--- src/rtl/pc_seq.sv ---
// pc_seq: program-counter sequencer.
// Fetch/execute/halt control, PC, trap redirect, debug dpc.
module pc_seq #(
  parameter int unsigned Width = 32,
  parameter logic [Width-1:0] ResetVector = '0
) (
  input  logic             clk,
  input  logic             rst_n,
  output logic [Width-1:0] pc,
  output logic             fetch_req,
  input  logic             fetch_ack,
  output logic             ir_load,
  output logic             exec_en,
  input  logic             exec_done,
  input  logic [Width-1:0] next_pc,
  input  logic             ialign,
  input  logic [Width-1:0] trap_vec,
  output logic             trap,
  output logic [Width-1:0] trap_pc,
  output logic             retire,
  input  logic             halt_req,
  input  logic             resume_req,
  output logic             halted,
  input  logic             dpc_we,
  input  logic [Width-1:0] dpc_wdata
);

  typedef enum logic [1:0] {
    BOOT   = 2'd0,
    FETCH  = 2'd1,
    EXEC   = 2'd2,
    HALTED = 2'd3
  } state_t;

  state_t state;
  state_t state_nx;

  logic commit;
  logic dpc_wr;

  assign commit = (state == EXEC) && exec_done;
  assign dpc_wr = (state == HALTED) && dpc_we;

  assign fetch_req = (state == FETCH);
  assign exec_en   = (state == EXEC);
  assign halted    = (state == HALTED);
  assign ir_load   = (state == FETCH) && fetch_ack;

  // Next state: halt is only sampled at boot and instruction boundaries
  always_comb begin
    state_nx = state;
    unique case (state)
      BOOT:   state_nx = halt_req ? HALTED : FETCH;
      FETCH:  if (fetch_ack) state_nx = EXEC;
      EXEC:   if (exec_done) state_nx = halt_req ? HALTED : FETCH;
      HALTED: if (resume_req) state_nx = FETCH;
    endcase
  end

  // State register
  always_ff @(posedge clk or negedge rst_n) begin
    if (!rst_n) begin
      state <= BOOT;
    end else begin
      state <= state_nx;
    end
  end

  // PC update: commit, trap redirect, or debug write while halted
  always_ff @(posedge clk or negedge rst_n) begin
    if (!rst_n) begin
      pc <= ResetVector;
    end else if (commit) begin
      pc <= ialign ? {trap_vec[Width-1:1], 1'b0} : next_pc;
    end else if (dpc_wr) begin
      pc <= dpc_wdata;
    end
  end

  // Trap capture and one-cycle commit pulses
  always_ff @(posedge clk or negedge rst_n) begin
    if (!rst_n) begin
      trap_pc <= '0;
      trap    <= 1'b0;
      retire  <= 1'b0;
    end else begin
      trap   <= commit && ialign;
      retire <= commit && !ialign;
      if (commit && ialign) trap_pc <= pc;
    end
  end

endmodule

--- config.mk ---
export PLATFORM = sky130hd
export DESIGN_NAME = pc_seq
export DESIGN_NICKNAME = d
export VERILOG_FILES = /design/src/rtl/pc_seq.sv
export SDC_FILE = /design/constraint.sdc
export NUM_CORES = 1
export LEC_CHECK = 0
export CELL_PAD_IN_SITES_DETAIL_PLACEMENT = 1
export CELL_PAD_IN_SITES_GLOBAL_PLACEMENT = 2
export CORE_UTILIZATION = 26
export CTS_CLUSTER_SIZE = 8
export DETAILED_ROUTE_END_ITERATION = 16
export PLACE_DENSITY_LB_ADDON = 0.3
export SLEW_MARGIN = 25
export SYNTH_ARGS = -nofsm -noshare
export SYNTH_HDL_FRONTEND = slang
export SYNTH_SLANG_ARGS = --single-unit
--- constraint.sdc ---
create_clock -name clk -period 2 [get_ports clk]
set_input_delay 0.4 -clock clk [delete_from_list [all_inputs] [get_ports clk]]
set_output_delay 0.4 -clock clk [all_outputs]
set_load 0.05 [all_outputs]
======== Word level (Yosys, flattened, before mapping) ========
Cells that the tools add are included.
storage, ports and cells
  bits in registers ....................... 68
  input port bits ......................... 104
  output and inout bits ................... 70
  logic and storage cells ................. 28
operators by class
  eq/ne operators ......................... 6
  mux-type cells .......................... 8
  reduce and logical (&&, ||, !) cells .... 9
operators with widths
  cell                number
  $mux 32             3
  $mux 2              4
  $pmux 2 s4          1
  $logic_and 1x1->1   5
  $eq 2x2->1 const B  2
  $ne 2x1->1 const B  2
  $reduce_and 3->1    1
  $eq 2x1->1 const B  1
  $logic_not 2->1     1
  $ne 2x2->1 const B  1
  $reduce_bool 2->1   1
  $logic_not 1->1     1

======== Longest topological paths before layout ========
  depth in word-level cells ............... 4
  depth in mapped cells ................... 5
  mapped depth without buffers ............ 3

======== Least setup slack after synthesis ========
Ideal clock, no wire load.
  kind .................................... reg-to-output
  start point ............................. register state[0]
  end point ............................... output port ir_load
  data arrival time ....................... 1.718 ns
  data required time ...................... 1.600 ns
  setup slack ............................. -0.118 ns
  stages on the path, launching flop included .. 3
  buffers on the path ..................... 0
  cells stage by stage .................... dfrtp_1 -> nor2b_1 -> and2_1
on the way
  longest elaborated chain between the ends .. 2
RTL lines
  item                    RTL line  source
  start, declared         35        state_t state;
  start signal, assigned  65        state <= state_nx;
  $eq 2x1->1              --
  net fetch_req           10        output logic fetch_req,
  $logic_and 1x1->1       47        assign ir_load = (state == FETCH) && fetch_ack;
  end, declared           12        output logic ir_load,
The timed path passes the listed nets, and every way through them passes these cells.

======== Worst setup path after layout ========
  start point ............................. register pc[24]
  end point ............................... output port pc[24]
RTL lines
  item                    RTL line  source
  start, declared         9         output logic [Width-1:0] pc,
  start signal, assigned  72        pc <= ResetVector;
  start signal, assigned  74        pc <= ialign ? {trap_vec[Width-1:1], 1'b0} : next_pc;
  start signal, assigned  76        pc <= dpc_wdata;
No word-level cell between the ends.

==> results.tsv <==
metric	value	unit
place_inst	569	
design.die.area	14200	um^2
vias	2529	
worstPathCellList	clkdlybuf4s50_1	
grt_setup_unrepaired	no	
clk_pin_slew	0.06	ns
max_cap_viol_count	0	
ys_types	19	
fin_tns_setup	0	ns
worstPathArrival	1.54	ns
drt-total-wl	9.49	mm
place.port_buffers	172	
leakagePower	2.50	nW
fin_nets	508	
cp.required	1.60	ns
cp_max_fo	3	
syn_inst	227	
p_sw	0.00441	W
hold_class	input port to async pin	
ys_warn_count	0	
cp_top_family	buffers and inverters	
antenna_found_initial	0	
grt_pass1_wl	14.9	mm
viasPerCell	4.33	
drtAntennaViolNets	0	
firstDrtPassIters	4	
ctsHoldBuffers	0	
post-route-period-util	96.9	%
worst-setup-path-type	register to primary output	
clock-skew-final	0.00826	ns
placeableCoreArea	13300	um^2
rows	42	
ir_drop	637	uV
dp_hpwl	6.94	mm
final_common_cell	clkdlybuf4s50_1	
slowest_delay	0.82	ns
die_w	119	um
status	completed	
pwr-share-seq	25.3	%
drc	0	
p_total	0.00991	W
final_util	43.8	%
instances_no_fill	584	
swShare	44.4	%
num_antenna_cells	0	
setup_viol	0	
synth_area	3580	um^2
path_buf_inv	1	
fillerInstances	1387	
internal_power	0.00551	W
synth_area_per_cell	15.8	um^2
drt-initial-drc-count	60	
tightestPinTransition	0.547	ns
grt_pass1_vias	2827	
numCtsBuffers	9	
die_y	119	um
post-cts-setup-buffers	0	
grt_usage	13.8	%
power.density	1700	nW/um^2
drive_above_1_share	40.4	%
end_kind	primary output	
initial_core_util	26.8	%
critPathLaunchType	register	
clockPowerShare	15.5	%
areaGrowthSynthToFinish	63.3	%
insertion_delay	0.33	ns
cts_resized	0	
cts_sinks	68	
cts_max_level	3	
cts-root-buf	clkbuf_16	
wl_per_cell	16.3	um
max_freq	516	MHz
cts_tree	yes	
synth.net_count	331	
io_pins	174	
maxSlewViolCount	0	
synth_seq_cells	68	
overflow	0	
combPwrFrac	59.2	%
fin_crit	1.94	ns
critPathSlowestCell	clkdlybuf4s50_1	
final_cell_mix	clkdlybuf4s50_1 (159), mux2_2 (69), dfrtp_1 (68)	
place_congestion	0.688	
yosysSeqAreaShare	47.6	%
slew_headroom	63.4	%
finalHoldViolations	0	
clockBufferDepth	2	
grt_start_max_net_pins	36	
## flip-flops by register name, summed over array words and instances, names as in the netlist
signal,cells
pc,32
state,2
trap,1
trap_pc,32
retire,1
## Yosys cell counts, drive strengths merged
master | count | area (um^2)
buf | 14 | 120
nand2 | 1 | 3.75
nand3 | 1 | 5.00
a21oi | 2 | 10.0
mux2 | 127 | 1650
dfrtp | 68 | 1700
a211oi | 1 | 7.51
nor2b | 4 | 25.0
clkbuf | 1 | 5.00
and2b | 1 | 7.51
mux2i | 1 | 10.0
and3b | 1 | 8.76
o21ai | 1 | 5.00
inv | 2 | 7.51
and2 | 2 | 12.5
## kinds of logic (layout without fill, tap and decap cells)
family / count (synthesis) / in the layout / share of synthesized area, %
multiplexers: 128 / 128 / 46.3
AO/OA/AOI/OAI: 4 / 4 / 0.630
AND/OR/NAND/NOR: 10 / 10 / 1.75
flip-flops: 68 / 68 / 47.6
buffers and inverters: 17 / 198 / 3.71
## area by class of cell
| type | count | area, um^2 | area share, % |
|---|---|---|---|
| repair buffers | 181 | 1870 | 32.0 |
| multi-input cells | 142 | 1760 | 30.1 |
| flip-flops and latches | 68 | 1700 | 29.1 |
| clock buffers | 13 | 250 | 4.28 |
| well taps | 176 | 220 | 3.77 |
| clock inverters | 2 | 35.0 | 0.600 |
| inverters | 2 | 7.51 | 0.129 |
## power groups by stage
stage               combinational, W  sequential (W)  clock [W]
floorplan                    0.00165         0.00474          0
global placement             0.00589         0.00249          0
detailed placement           0.00592         0.00255          0
CTS                          0.00594         0.00253    0.00161
global route                 0.00609         0.00262    0.00166
finish                       0.00586         0.00251    0.00154
## layer usage
| metal | vias up | track usage (%) | part of all wire, % |
|---|---|---|---|
| met5 | - | 0 | 0 |
| met4 | 0 | 6.33 | 1.9 |
| met3 | 11 | 3.74 | 6.6 |
| met2 | 103 | 23.8 | 50 |
| met1 | 1252 | 16.0 | 42 |
| li1 | 1163 | - | - |
## worst paths after layout
check	from	to	slack, ns	cells after the start
max	pc[24]	pc[24]	0.06	1
min	rst_n	trap_pc[29]	0.02	1
max reg2reg	state[0]	pc[31]	0.30	4
min reg2reg	trap_pc[14]	trap_pc[14]	0.50	1
max in group asynchronous	rst_n	trap_pc[7]	1.41	2
min in group clk	trap_pc[14]	trap_pc[14]	0.50	1
## per-stage QoR
stage | setup slack [ns] | hold slack (ns) | cell area (um^2)
floorplan | 0.163 | 0.104 | 3580
global placement | -0.0895 | 0.385 | 5560
detailed placement | -0.0965 | 0.385 | 5560
CTS | 0.0451 | 0.0289 | 5840
global route | 0.0243 | 0.0516 | 5840
finish | 0.0621 | 0.0167 | 5840
(Power assumes the default switching activity.)
